`src/rtl/hs32_pkg.sv`:
```
// Shared HS32 definitions: default opcode width and the fetch-queue entry layout.
// No logic; constants, types and one sizing helper only.
// Imported by every fetch-queue file so entry field order stays in one place.
package hs32_pkg;

    localparam int HS32_OPW = 32;

    // One queued fetch: bank tag travels with its opcode, tag in the top bit.
    typedef struct packed {
        logic                banksel;
        logic [HS32_OPW-1:0] op;
    } hs32_entry_t;

    // Occupancy counter width: must be able to hold the value DEPTH itself.
    function automatic int hs32_cnt_w(input int depth);
        return $clog2(depth) + 1;
    endfunction

endpackage

```
`src/rtl/hs32_fq_mem.sv`:
```
// Fetch-queue storage: DEPTH x DW array, one write port, one registered read port.
// Latency: read data appears one clock after rd_addr is presented (write-first bypass).
// Backpressure: none here; the caller gates writes and picks the next head address.
module hs32_fq_mem
    import hs32_pkg::*;
#(
    parameter int DW    = HS32_OPW + 1,
    parameter int DEPTH = 4
) (
    input  logic                     clk,
    input  logic                     reset,
    input  logic                     i_wr_en,
    input  logic [$clog2(DEPTH)-1:0] i_wr_addr,
    input  logic [DW-1:0]            i_wr_dat,
    input  logic [$clog2(DEPTH)-1:0] i_rd_addr,
    output logic [DW-1:0]            o_rd_dat
);

    logic [DW-1:0] r_mem [DEPTH];
    logic [DW-1:0] r_rd_dat;

    // Array write; contents need no reset because occupancy gates their use.
    always_ff @(posedge clk) begin
        if (i_wr_en) begin
            r_mem[i_wr_addr] <= i_wr_dat;
        end
    end

    // Registered head read; a same-cycle write to the head slot (empty queue) is forwarded.
    always_ff @(posedge clk or negedge reset) begin
        if (!reset) begin
            r_rd_dat <= '0;
        end else if (i_wr_en && (i_wr_addr == i_rd_addr)) begin
            r_rd_dat <= i_wr_dat;
        end else begin
            r_rd_dat <= r_mem[i_rd_addr];
        end
    end

    assign o_rd_dat = r_rd_dat;

endmodule

```
`src/rtl/hs32_fetch_queue.sv`:
```
// In-order opcode/bank-tag fetch queue with flush; optional level_o under HS32_FQ_LEVEL_EN.
// Latency: 1 cycle push-to-head, all outputs registered except ready_o (gated by flush_i).
// Backpressure: ready_o drops when full or flushing; no pop-through while full.
module hs32_fetch_queue
    import hs32_pkg::*;
#(
    parameter int WIDTH = HS32_OPW,
    parameter int DEPTH = 4,
    parameter int AFULL = DEPTH - 1
) (
    input  logic             clk,
    input  logic             reset,
    input  logic             flush_i,
    input  logic             valid_i,
    output logic             ready_o,
    input  logic [WIDTH-1:0] op_i,
    input  logic             banksel_i,
    output logic             valid_o,
    input  logic             ready_i,
    output logic [WIDTH-1:0] data_o,
    output logic             banksel_o,
    output logic             afull_o
`ifdef HS32_FQ_LEVEL_EN
    ,
    output logic [hs32_cnt_w(DEPTH)-1:0] level_o
`endif
);

    localparam int AW = $clog2(DEPTH);
    localparam int CW = hs32_cnt_w(DEPTH);
    localparam int EW = WIDTH + 1;

    // Catch unusable geometries at elaboration rather than in silicon.
    generate
        if ((DEPTH < 2) || ((DEPTH & (DEPTH - 1)) != 0) || (AFULL < 1) || (AFULL > DEPTH)) begin : g_bad_cfg
            $error("hs32_fetch_queue: DEPTH must be a power of two >= 2 and AFULL within 1..DEPTH");
        end
    endgenerate

    logic [AW-1:0] r_wr_ptr;
    logic [AW-1:0] r_rd_ptr;
    logic [CW-1:0] r_cnt;
    logic [AW-1:0] w_rd_ptr_nxt;
    logic          w_full;
    logic          w_push;
    logic          w_pop;
    logic [EW-1:0] w_wr_dat;
    logic [EW-1:0] w_rd_dat;

    assign w_full       = (r_cnt == CW'(DEPTH));
    assign ready_o      = !w_full && !flush_i;
    assign valid_o      = (r_cnt != '0);
    assign afull_o      = (r_cnt >= CW'(AFULL));
    assign w_push       = valid_i && ready_o;
    assign w_pop        = valid_o && ready_i && !flush_i;
    // Head address for the next cycle; the memory's read register follows it every clock.
    assign w_rd_ptr_nxt = flush_i ? '0 : (r_rd_ptr + AW'(w_pop));
    // Same field order as hs32_entry_t: bank tag on top of the opcode.
    assign w_wr_dat     = {banksel_i, op_i};
    assign {banksel_o, data_o} = w_rd_dat;

`ifdef HS32_FQ_LEVEL_EN
    assign level_o = r_cnt;
`endif

    // Pointer and occupancy bookkeeping; flush wins over any push or pop that cycle.
    always_ff @(posedge clk or negedge reset) begin
        if (!reset) begin
            r_wr_ptr <= '0;
            r_rd_ptr <= '0;
            r_cnt    <= '0;
        end else if (flush_i) begin
            r_wr_ptr <= '0;
            r_rd_ptr <= '0;
            r_cnt    <= '0;
        end else begin
            if (w_push) begin
                r_wr_ptr <= r_wr_ptr + AW'(1);
            end
            r_rd_ptr <= w_rd_ptr_nxt;
            r_cnt    <= r_cnt + CW'(w_push) - CW'(w_pop);
        end
    end

    hs32_fq_mem #(
        .DW    (EW),
        .DEPTH (DEPTH)
    ) u_mem (
        .clk       (clk),
        .reset     (reset),
        .i_wr_en   (w_push),
        .i_wr_addr (r_wr_ptr),
        .i_wr_dat  (w_wr_dat),
        .i_rd_addr (w_rd_ptr_nxt),
        .o_rd_dat  (w_rd_dat)
    );

endmodule

```
`config.mk`:
```
export PLATFORM = sky130hd
export DESIGN_NAME = hs32_fetch_queue
export DESIGN_NICKNAME = d
export VERILOG_FILES = /design/src/rtl/hs32_pkg.sv /design/src/rtl/hs32_fq_mem.sv /design/src/rtl/hs32_fetch_queue.sv
export SDC_FILE = /design/constraint.sdc
export NUM_CORES = 1
export LEC_CHECK = 0
export CAP_MARGIN = 0
export CORE_ASPECT_RATIO = 1.4
export CORE_UTILIZATION = 35
export DETAILED_ROUTE_END_ITERATION = 6
export GPL_ROUTABILITY_DRIVEN = 0
export PLACE_DENSITY = 0.5
export SYNTH_ARGS = -nofsm -noshare
export SYNTH_HDL_FRONTEND = slang
export SYNTH_SLANG_ARGS = --single-unit
export TNS_END_PERCENT = 5
```
`constraint.sdc`:
```
create_clock -name clk -period 3.3 [get_ports clk]
set_clock_uncertainty 0.2 [all_clocks]
set_input_delay 0.495 -clock clk [delete_from_list [all_inputs] [get_ports clk]]
set_output_delay 0.495 -clock clk [all_outputs]
set_load 0.02 [all_outputs]
```
Word level (Yosys, flattened, before mapping). Memories as Yosys holds them, arrays and structs flattened. A register that Yosys moved wholly into a read port is not among the register bits. Cells that the tools add are included.

Memories: 1. Bits in latches: 0. Memory bits (read-only): 0. Logic and storage cells: 26. Flip-flop bits (word level): 7. Memory bits (writable): 132. Bits of input ports: 38.

Memories: u_mem.r_mem (depth 4, bits a word 33, read ports 1, clocked after Yosys merged registers in 1, write ports 1, line hs32_fq_mem.sv:19) `logic [DW-1:0] r_mem [DEPTH];`.

Mux-type cells: 7. Divide/modulo/power cells: 0. Shifts and indexed selects: 0. Add/sub/neg operators: 4. Multipliers: 0. Magnitude comparators: 1. Reduce and logical (&&, ||, !) cells: 9. Bitwise gates (word level): 0. Equal/unequal tests: 1.

Operators with widths (number): $mux W2 (4); $logic_and A1 B1 Y1 (4); $add A3 B1 Y3 (1); $eq A3 B3 Y1 const B (1); $ge A3 B2 Y1 const B (1); $logic_not A1 Y1 (3); $mux W3 (1); $reduce_bool A3 Y1 (1); $sub A3 B1 Y3 (1); $add A2 B1 Y2 (1); $add A2 B1 Y2 const B (1); $mux W1 (2); $reduce_bool A2 Y1 (1).

Logic depth before layout (Yosys ltp). Gate-level depths: netlist of run 1.

Depth in word-level cells: 7. Gate-level depth with buffers: 9. Depth with buffers taken out: 8.

Modules after synthesis. Synthesis of run 1 repeated with hierarchy kept, for this count alone.

Cells, all modules: 293. Area, all modules: 6645.1 um^2.

Modules (own cells, without submodules): hs32_fq_mem (area an instance 6190.9 um^2, cells an instance 250, instances 1); hs32_fetch_queue (area an instance 454.2 um^2, cells an instance 43, instances 1).

Worst setup path before layout of run 1. No wires, ideal clock.

Path kind: input port to flip-flop. Start: input flush_i. End: memory u_mem.r_mem[0][0] in the netlist's numbering (enable). Library setup time: 393 ps. Data required time: 2707 ps. Cell stages on the path: 4. Data arrival time: 1938 ps. Slack: 769 ps. Cell sequence: clkbuf_1 -> and3b_1 -> buf_2 -> and2_1.

Longest elaborated chain between the ends: 5.

RTL lines: from (decl) (line hs32_fetch_queue.sv:13) `input logic flush_i,`; $logic_not A1 Y1 (line hs32_fetch_queue.sv:51) `assign ready_o = !w_full && !flush_i;`; $logic_and A1 B1 Y1 (line hs32_fetch_queue.sv:51); $logic_and A1 B1 Y1 (line hs32_fetch_queue.sv:54) `assign w_push = valid_i && ready_o;`; $mux W1 (line hs32_fq_mem.sv:24) `if (i_wr_en) begin`; $mux W1 (implied by the code) (line hs32_fq_mem.sv:25) `r_mem[i_wr_addr] <= i_wr_dat;`; to (decl) (line hs32_fq_mem.sv:19).

Every way passes these cells.

Final worst setup path of run 1.
Start: register r_cnt[1]. End: output ready_o.

Longest elaborated chain between the ends: 3.

RTL lines: from (decl) (line hs32_fetch_queue.sv:42) `logic [CW-1:0] r_cnt;`; from (signal assigned) (line hs32_fetch_queue.sv:81) `r_cnt <= r_cnt + CW'(w_push) - CW'(w_pop);`; $eq A3 B3 Y1 (line hs32_fetch_queue.sv:50) `assign w_full = (r_cnt == CW'(DEPTH));`; $logic_not A1 Y1 (line hs32_fetch_queue.sv:51); $logic_and A1 B1 Y1 (line hs32_fetch_queue.sv:51); to (decl) (line hs32_fetch_queue.sv:15) `output logic ready_o,`.

Every way passes these cells.

==> key figures, run 1 <==
Yosys
  • Yosys reg bits: 172
  • Mapped Area: 8210 um2
  • Post-Synthesis Cells: 676
  • Register area share after synthesis: 60.5%
  • Ys async rst share: 23.3%
  • Yosys Warn Count: 0
  • Avg Inst Size Synth: 12.1 um2
  • Ys flop type: edfxtp_1
  • EDFF count, synth: 132
  • Count of cell types in the netlist: 39
  • Syn nets: 721
  • Yosys top cell area share: 48.3%
  • Synth top area cells: edfxtp_1, dfrtp_1, nor3b_1
  • Leading area contributor after synthesis: edfxtp_1

Placed design
  • Pre-CTS WS: 269 ps
  • DP HPWL: 12800 um
  • Post-DP Area: 9380 um2
  • Buffers on Ports: 73
  • Placed cell count: 1015

Worst setup path
  • Crit-path cells: or3b_1 -> nor2b_1 -> clkdlybuf4s50_1
  • CP Data Arrival Time: 2070 ps
  • CP delay by family, top: simple AND/OR/NAND/NOR gates
  • R2r setup slk: 670 ps
  • Slowest stage delay, CP: 550 ps
  • Max FO, Critical Path: 8
  • Reg2reg path depth: 5
  • Slowest stage cell, crit path: clkdlybuf4s50_1
  • Setup Crit Path Kind: reg2out
  • CP Launch Type: flop
  • Crit path buf inv count: 1
  • FF-to-FF Start: r_rd_ptr[0]$_DFF_PN0_
  • CP Capture Type: primary output
  • Worst EP required: 2600 ps
  • R2R Path End: u_mem.o_rd_dat[15]$_DFF_PN0_

Timing
  • RSZ-0062 raised after global routing: false
  • Crit path time final: 2770 ps
  • Slew HR: 30.3%
  • Fmax: 361 MHz
  • Final period util: 83.9%
  • Max Slew Vio Count: 0
  • Setup ws final: 532 ps
  • Final number of setup-violating endpoints: 0
  • Least-Margin Pin Slew: 1050 ps
  • Setup TNS: 0 ps
  • Hold Violations, Final: 0
  • Worst hold slack: 50.1 ps

Status
  • Status: complete, no violations

Floorplan
  • Core Area: 22800 um2
  • I/O pin cnt: 74
  • Starting density of the core: 36.0%
  • # rows: 65
  • Area of the die: 24100 um2
  • Die width: 131 um
  • Chip Height: 183 um

Global route
  • Largest net degree at the start of global routing: 83
  • Initial antenna violation count: 0
  • Global Route Usage Sum: 19.1%
  • First-pass GRT wire length: 34500 um
  • Vias in the first global route: 6121
  • GRT Residual Overflow: 0

Layout
  • Antenna diode count: 0
  • Synth-to-layout area growth: 22.2%
  • Layout cells sized above 1: 9.12%
  • Fin area: 10000 um2
  • Final #Nets: 778
  • Final Util: 44.0%
  • Filler-free cell count of the finished design: 1047
  • Commonest non-fill, non-tap cell in the layout: edfxtp_1
  • Commonest cells after routing, fill and taps aside: edfxtp_1, clkdlybuf4s50_1, nor3b_1, a21oi_1, dfrtp_1

CTS
  • Clk Latency, worst-skew pair: 420 ps
  • TritonCTS clock tree: yes
  • CTS root buf: clkbuf_16
  • Post-CTS sizing: 0
  • Total CTS buffers: 17
  • Htree depth: 4
  • Clk slew on worst S/H paths: 60 ps
  • Clock sink count: 172
  • Number of buffers added for setup after CTS: 0
  • Hold-fix buffers at CTS: 0
  • CTS Buffer Depth: 2

Drt
  • Via/cell ratio: 5.66
  • Residual DRC count: 0
  • Routed Antenna Nets: 0
  • DRT Pass-1 Iters: 7
  • Post-DR wirelength/cell: 21.2 um
  • Routed via count: 5926
  • Total routed wirelength: 22200 um
  • Starting DRT DRC Count: 361

Power and ir drop
  • Peak supply drop: 0.000400 V
  • Leakage power: 3.44 nW
  • PwrDens: 781 nW/um2
  • Final Power: 7.84 mW

Hold path
  • Hold crit path type: in2async

Flow run
  • Max-cap violations: 0
[state kept, by name, summed over array words and instances (netlist names)]
register        cells
u_mem.o_rd_dat     33
u_mem.r_mem       132
r_cnt               3
r_rd_ptr            2
r_wr_ptr            2
[power by group]
| part | internal [mW] | switching (mW) | total (mW) | leakage [nW] |
|---|---|---|---|---|
| Sequential | 2.68 | 0.215 | 2.89 | 1.67 |
| Combinational | 1.17 | 1.60 | 2.77 | 1.45 |
| Clock | 1.31 | 0.870 | 2.18 | 0.314 |
[final cells by class]
cell class                 instances  area (um2)
timing repair buffer              97        1000
clock buffer                      18         439
tap                              301         377
inverter                          38         143
multi-input combinational        407        2890
sequential                       172        4970
fill                            2127       12700
clock inverter                    14         205
[cells by family after synthesis]
kind of cell	after synthesis	share of synthesized area (%)
AO/OA/AOI/OAI	204	16.9
XOR/XNOR	6	0.641
adder cells (fa/ha/maj)	7	1.16
buffers and inverters	97	4.65
flip-flops	172	60.5
multiplexers	34	4.16
AND/OR/NAND/NOR	156	12.0
[worst reg2reg max path: stages, from the launching register on]
cell and delay (ps):
dfrtp_4 610, xor2_1 220, xnor2_1 460, nand3b_4 580, a211oi_1 140, a211o_1 300
[synth_stat cells, types with 4 or more instances]
cell type and n:
buf_2 14, clkbuf_1 41, buf_1 4, nor3_1 34, o21ai_0 30, nor3b_1 66
o32ai_1 33, dfrtp_1 40, edfxtp_1 132, a21oi_1 66, nand3_1 33, ha_1 6
o21ai_1 4, and2_1 4, mux2i_1 33, nor2_1 6, inv_1 37, a211o_1 33
a211oi_1 33
[layer usage]
metal | GRT usage, % | wire length [um]
met1 | 21.7 | 9200
met2 | 35.3 | 11900
met3 | 3.48 | 814
met4 | 7.02 | 367
met5 | 0 | 0
[worst max-delay path by stage]
stage	to	startpoint	slack [ps]	cells past startpoint
4_1_cts	ready_o	r_cnt[1]$_DFF_PN0_	500	3
3_5_place_dp	u_mem.o_rd_dat[15]$_DFF_PN0_	ready_i	270	6
6_report	ready_o	r_cnt[1]$_DFF_PN0_	530	3
5_1_grt	ready_o	r_cnt[1]$_DFF_PN0_	430	3
2_1_floorplan	u_mem.r_mem[0][0]$_DFFE_PP_	flush_i	770	4
3_3_place_gp	u_mem.o_rd_dat[16]$_DFF_PN0_	ready_i	360	6
(Power assumes the default switching activity.)
==> run 2, diff against run 1 <==
==> constraint.sdc (replaced) <==
create_clock -name clk -period 2.8 [get_ports clk]
set_clock_uncertainty 0.2 [all_clocks]
set_input_delay 0.42 -clock clk [delete_from_list [all_inputs] [get_ports clk]]
set_output_delay 0.42 -clock clk [all_outputs]
set_load 0.02 [all_outputs]
==> key figures, run 2 (synthesized netlist as in run 1, its figures left out) <==
Status
  • Status: complete, no violations

Global route
  • First-pass GRT wire length: 35000 um
  • Global Route Usage Sum: 19.3%
  • Initial antenna violation count: 0
  • GRT Residual Overflow: 0
  • Largest net degree at the start of global routing: 89
  • Vias in the first global route: 6239

Floorplan
  • Area of the die: 24100 um2
  • Starting density of the core: 36.0%
  • I/O pin cnt: 74
  • Core Area: 22800 um2
  • Die width: 131 um
  • # rows: 65
  • Chip Height: 183 um

CTS
  • Clk slew on worst S/H paths: 60 ps
  • TritonCTS clock tree: yes
  • Total CTS buffers: 17
  • Clk Latency, worst-skew pair: 430 ps
  • Clock sink count: 172
  • Post-CTS sizing: 0
  • Htree depth: 4
  • CTS Buffer Depth: 2
  • CTS root buf: clkbuf_16

Worst setup path
  • Setup crit end: ready_o
  • Crit path buf inv count: 1
  • Reg2reg path depth: 7
  • CP Capture Type: primary output
  • FF-to-FF Start: r_rd_ptr[0]$_DFF_PN0_
  • R2R Path End: u_mem.o_rd_dat[20]$_DFF_PN0_
  • Worst EP required: 2180 ps
  • Slowest stage cell, crit path: clkdlybuf4s50_1
  • CP Launch Type: flop
  • CP delay by family, top: simple AND/OR/NAND/NOR gates
  • Setup Crit Path Kind: reg2out
  • Crit-path cells: or3b_1 -> nor2b_1 -> clkdlybuf4s50_1
  • Slowest stage delay, CP: 540 ps
  • Worst setup path startpoint: r_cnt[1]$_DFF_PN0_
  • CP Depth: 3
  • R2r setup slk: 230 ps
  • CP Data Arrival Time: 2050 ps
  • Max FO, Critical Path: 8

Layout
  • Largest register FFs: 132
  • Top reg by flops: u_mem.r_mem
  • Final #Nets: 785
  • Antenna diode count: 0
  • Synth-to-layout area growth: 23.9%
  • Commonest cells after routing, fill and taps aside: edfxtp_1, clkdlybuf4s50_1, nor3b_1, a21oi_1, dfrtp_1
  • Final Util: 44.6%
  • Fin area: 10200 um2
  • Commonest non-fill, non-tap cell in the layout: edfxtp_1
  • Layout cells sized above 1: 9.83%

Timing
  • Crit path time final: 2670 ps
  • Least-Margin Pin Slew: 935 ps
  • RSZ-0062 raised after global routing: false
  • Final number of setup-violating endpoints: 0
  • Max Slew Vio Count: 0
  • Hold Violations, Final: 0
  • Worst hold slack: 155 ps
  • Final period util: 95.3%
  • Fmax: 375 MHz
  • Slew HR: 37.2%

Power and ir drop
  • Total net switching power: 3.20 mW
  • PwrDens: 928 nW/um2
  • Pint: 6.24 mW
  • Clock Power Share: 28.2%
  • Peak supply drop: 0.000543 V
  • Comb pwr share: 35.7%
  • Leakage power: 3.51 nW
  • Sw Share: 33.9%
  • Reg power frac: 36.1%

Flow run
  • Max-cap violations: 0

Drt
  • Total routed wirelength: 22500 um
  • Starting DRT DRC Count: 324
  • Post-DR wirelength/cell: 21.4 um
  • Via/cell ratio: 5.61
  • DRT Pass-1 Iters: 5
  • Routed via count: 5914
  • Routed Antenna Nets: 0
  • Residual DRC count: 0

Placed design
  • Post-DP Area: 9490 um2
  • Buffers on Ports: 73
  • DP HPWL: 13100 um

Hold path
  • Hold crit path type: in2reg
-- run 2: power groups by stage --
| stage | logic [mW] | registers, mW | clock network [mW] |
|---|---|---|---|
| 2_1_floorplan | 1.68 | 3.65 | 0 |
| 3_3_place_gp | 3.32 | 3.44 | 0 |
| 3_5_place_dp | 3.38 | 3.45 | 0 |
| 4_1_cts | 3.40 | 3.41 | 2.71 |
| 5_1_grt | 3.62 | 3.44 | 2.82 |
| 6_report | 3.37 | 3.40 | 2.66 |
-- run 2: how the worst min path moves through the flow --
stage	cells past startpoint	start	end
floorplan	0	reset	r_cnt[0]$_DFF_PN0_
global placement	1	reset	r_rd_ptr[1]$_DFF_PN0_
detailed placement	1	reset	r_rd_ptr[1]$_DFF_PN0_
CTS	2	flush_i	r_cnt[1]$_DFF_PN0_
global route	2	flush_i	r_cnt[1]$_DFF_PN0_
finish	2	flush_i	r_cnt[1]$_DFF_PN0_
-- run 2: repair_timing --
item / CTS / global route
hold buffers: 1 / 0
endpoints found under the hold margin: 22 / 0
setup buffers: 0 / 0
-- run 2: layer usage --
metal | vias up | share of wire, % | GRT usage [%]
li1 | 2748 | - | -
met4 | 0 | 2.4 | 8.05
met2 | 137 | 53 | 35.6
met5 | - | 0 | 0
met3 | 35 | 3.3 | 3.29
met1 | 2994 | 41 | 21.9
-- run 2: layout make-up --
cell class | instances | area (um2)
tap | 301 | 377
sequential | 172 | 4970
multi-input combinational | 407 | 2890
clock buffer | 19 | 453
clock inverter | 13 | 210
inverter | 38 | 143
fill | 2103 | 12600
timing repair buffer | 104 | 1120
-- run 2: through the flow --
stage | instances | power, mW | setup TNS [ps] | setup WS (ps)
floorplan | 676 | 5.33 | 0 | 337
global placement | 1021 | 6.76 | 0 | 28.7
detailed placement | 1021 | 6.84 | -31.6 | -28.9
CTS | 1054 | 9.52 | 0 | 106
global route | 1054 | 9.88 | 0 | 30.8
finish | 1054 | 9.44 | 0 | 132
==> run 3, diff against run 2 <==
--- a/config.mk
+++ b/config.mk
@@ -7,10 +7,10 @@
 export LEC_CHECK = 0
 export CAP_MARGIN = 0
 export CORE_ASPECT_RATIO = 1.4
-export CORE_UTILIZATION = 35
+export CORE_UTILIZATION = 29
 export DETAILED_ROUTE_END_ITERATION = 6
 export GPL_ROUTABILITY_DRIVEN = 0
-export PLACE_DENSITY = 0.5
+export PLACE_DENSITY = 0.43
 export SYNTH_ARGS = -nofsm -noshare
 export SYNTH_HDL_FRONTEND = slang
 export SYNTH_SLANG_ARGS = --single-unit
==> key figures, run 3 (synthesized netlist as in run 1, its figures left out) <==
Status
  • Status: complete, no violations

Floorplan
  • # rows: 72
  • I/O pin cnt: 74
  • Starting density of the core: 29.6%
  • Chip Height: 201 um
  • Die width: 144 um
  • Core Area: 27700 um2
  • Area of the die: 29000 um2

Layout
  • Antenna diode count: 0
  • Commonest non-fill, non-tap cell in the layout: edfxtp_1
  • Commonest cells after routing, fill and taps aside: edfxtp_1, clkdlybuf4s50_1, nor3b_1, a21oi_1, dfrtp_1
  • Largest register FFs: 132
  • Top reg by flops: u_mem.r_mem
  • Synth-to-layout area growth: 24.5%
  • Final #Nets: 791
  • Filler-free cell count of the finished design: 1129
  • Layout cells sized above 1: 10.0%

CTS
  • Clk Latency, worst-skew pair: 430 ps
  • Clock sink count: 172
  • TritonCTS clock tree: yes
  • CTS Buffer Depth: 2
  • Post-CTS sizing: 0
  • CTS root buf: clkbuf_16
  • Htree depth: 4
  • Total CTS buffers: 17
  • Number of buffers added for setup after CTS: 0
  • Clk slew on worst S/H paths: 70 ps
  • Hold-fix buffers at CTS: 1

Global route
  • Initial antenna violation count: 0
  • Global Route Usage Sum: 17.1%
  • Global-route track usage on met1: 20.2%
  • Global Route met3 Usage: 2.77%
  • Largest net degree at the start of global routing: 103
  • First-pass GRT wire length: 36200 um
  • GRT busiest layer: met2
  • Vias in the first global route: 6180
  • GRT met2 Usage: 30.3%
  • GRT Residual Overflow: 0

Timing
  • Max Slew Vio Count: 0
  • Least-Margin Pin Slew: 736 ps
  • Slew HR: 50.9%
  • Crit path time final: 2670 ps
  • Hold Violations, Final: 0
  • Final period util: 95.4%
  • Fmax: 374 MHz
  • RSZ-0062 raised after global routing: false
  • Setup TNS: 0 ps
  • Worst hold slack: 308 ps
  • Final number of setup-violating endpoints: 0

Drt
  • Total routed wirelength: 24000 um
  • Via/cell ratio: 5.32
  • Routed Antenna Nets: 0
  • Residual DRC count: 0
  • Routed via count: 6007
  • Starting DRT DRC Count: 295
  • Post-DR wirelength/cell: 21.2 um
  • DRT Pass-1 Iters: 5

Power and ir drop
  • Final Power: 9.23 mW
  • Comb pwr share: 37.4%
  • Peak supply drop: 0.000437 V
  • Leakage power: 3.49 nW
  • Total net switching power: 3.18 mW
  • PwrDens: 904 nW/um2
  • Reg power frac: 36.5%
  • Clock Power Share: 26.2%
  • Pint: 6.05 mW
  • Sw Share: 34.4%

Worst setup path
  • CP Launch Type: flop
  • CP delay by family, top: simple AND/OR/NAND/NOR gates
  • Worst EP required: 2180 ps
  • Max FO, Critical Path: 8
  • Crit-path cells: or3b_1 -> nor2b_1 -> clkdlybuf4s50_1
  • CP Capture Type: primary output
  • Slowest stage delay, CP: 530 ps
  • Crit path buf inv count: 1
  • Slowest stage cell, crit path: clkdlybuf4s50_1
  • CP Data Arrival Time: 2050 ps
  • Setup Crit Path Kind: reg2out

Placed design
  • Buffers on Ports: 73
  • Placed cell count: 1096
  • DP HPWL: 14300 um

Flow run
  • Max-cap violations: 0

Hold path
  • Hold crit path type: in2reg
==> run 3: cell types whose count changed in the layout (fill, tap and decap cells not counted), sizes merged <==
cell      before  now
bufinv         5    3
buf           32   38
inv           41   38
clkbuf        19   22
clkinvlp       1    3
==> run 3: worst paths after layout <==
| check | start | endpoint | slack (ps) | cells after the start |
|---|---|---|---|---|
| setup / recovery | r_cnt[1]$_DFF_PN0_ | ready_o | 130 | 3 |
| hold / removal | flush_i | r_cnt[1]$_DFF_PN0_ | 310 | 3 |
| setup reg to reg | r_cnt[1]$_DFF_PN0_ | u_mem.o_rd_dat[17]$_DFF_PN0_ | 360 | 6 |
| hold reg to reg | u_mem.r_mem[0][28]$_DFFE_PP_ | u_mem.o_rd_dat[28]$_DFF_PN0_ | 480 | 3 |
| max in group asynchronous | reset | u_mem.o_rd_dat[12]$_DFF_PN0_ | 1390 | 3 |
| min in group asynchronous | reset | r_cnt[1]$_DFF_PN0_ | 400 | 2 |
==> run 3: worst reg2reg max path: stages (launching register included) <==
cell,delay [ps]
dfrtp_1,490
o31ai_4,480
buf_4,400
nand3_1,120
a21oi_1,230
a21oi_1,70
a211o_1,320
==> run 3: power by group through the flow <==
stage	Combinational (mW)	Sequential, mW	Clock, mW
6_report	3.45	3.37	2.42
5_1_grt	3.71	3.41	2.57
4_1_cts	3.51	3.38	2.48
3_5_place_dp	3.49	3.43	0
3_3_place_gp	3.44	3.43	0
2_1_floorplan	1.68	3.65	0
==> run 3: metrics by stage <==
stage	worst slack (ps)	utilization [%]	cell area, um2
after floorplan	337	-	8210
after global placement	101	34.6	9610
after detailed placement	81.0	34.6	9610
after CTS	102	36.8	10200
after global routing	60.1	36.8	10200
final	128	36.8	10200
==> run 3: cell type report <==
class | instances | area (um2)
Clock buffer | 22 | 454
Tap cell | 370 | 463
Inverter | 38 | 143
Sequential cell | 172 | 4970
Fill cell | 2680 | 17500
Clock inverter | 10 | 140
Multi-Input combinational cell | 407 | 2890
Timing Repair Buffer | 110 | 1150
==> run 3: per-layer routing <==
| layer | wire length, um | up-vias | part of all wire, % |
|---|---|---|---|
| li1 | - | 2757 | - |
| met1 | 10100 | 3052 | 42 |
| met2 | 12600 | 163 | 52 |
| met3 | 821 | 35 | 3.4 |
| met4 | 504 | 0 | 2.1 |
| met5 | 0 | - | 0 |
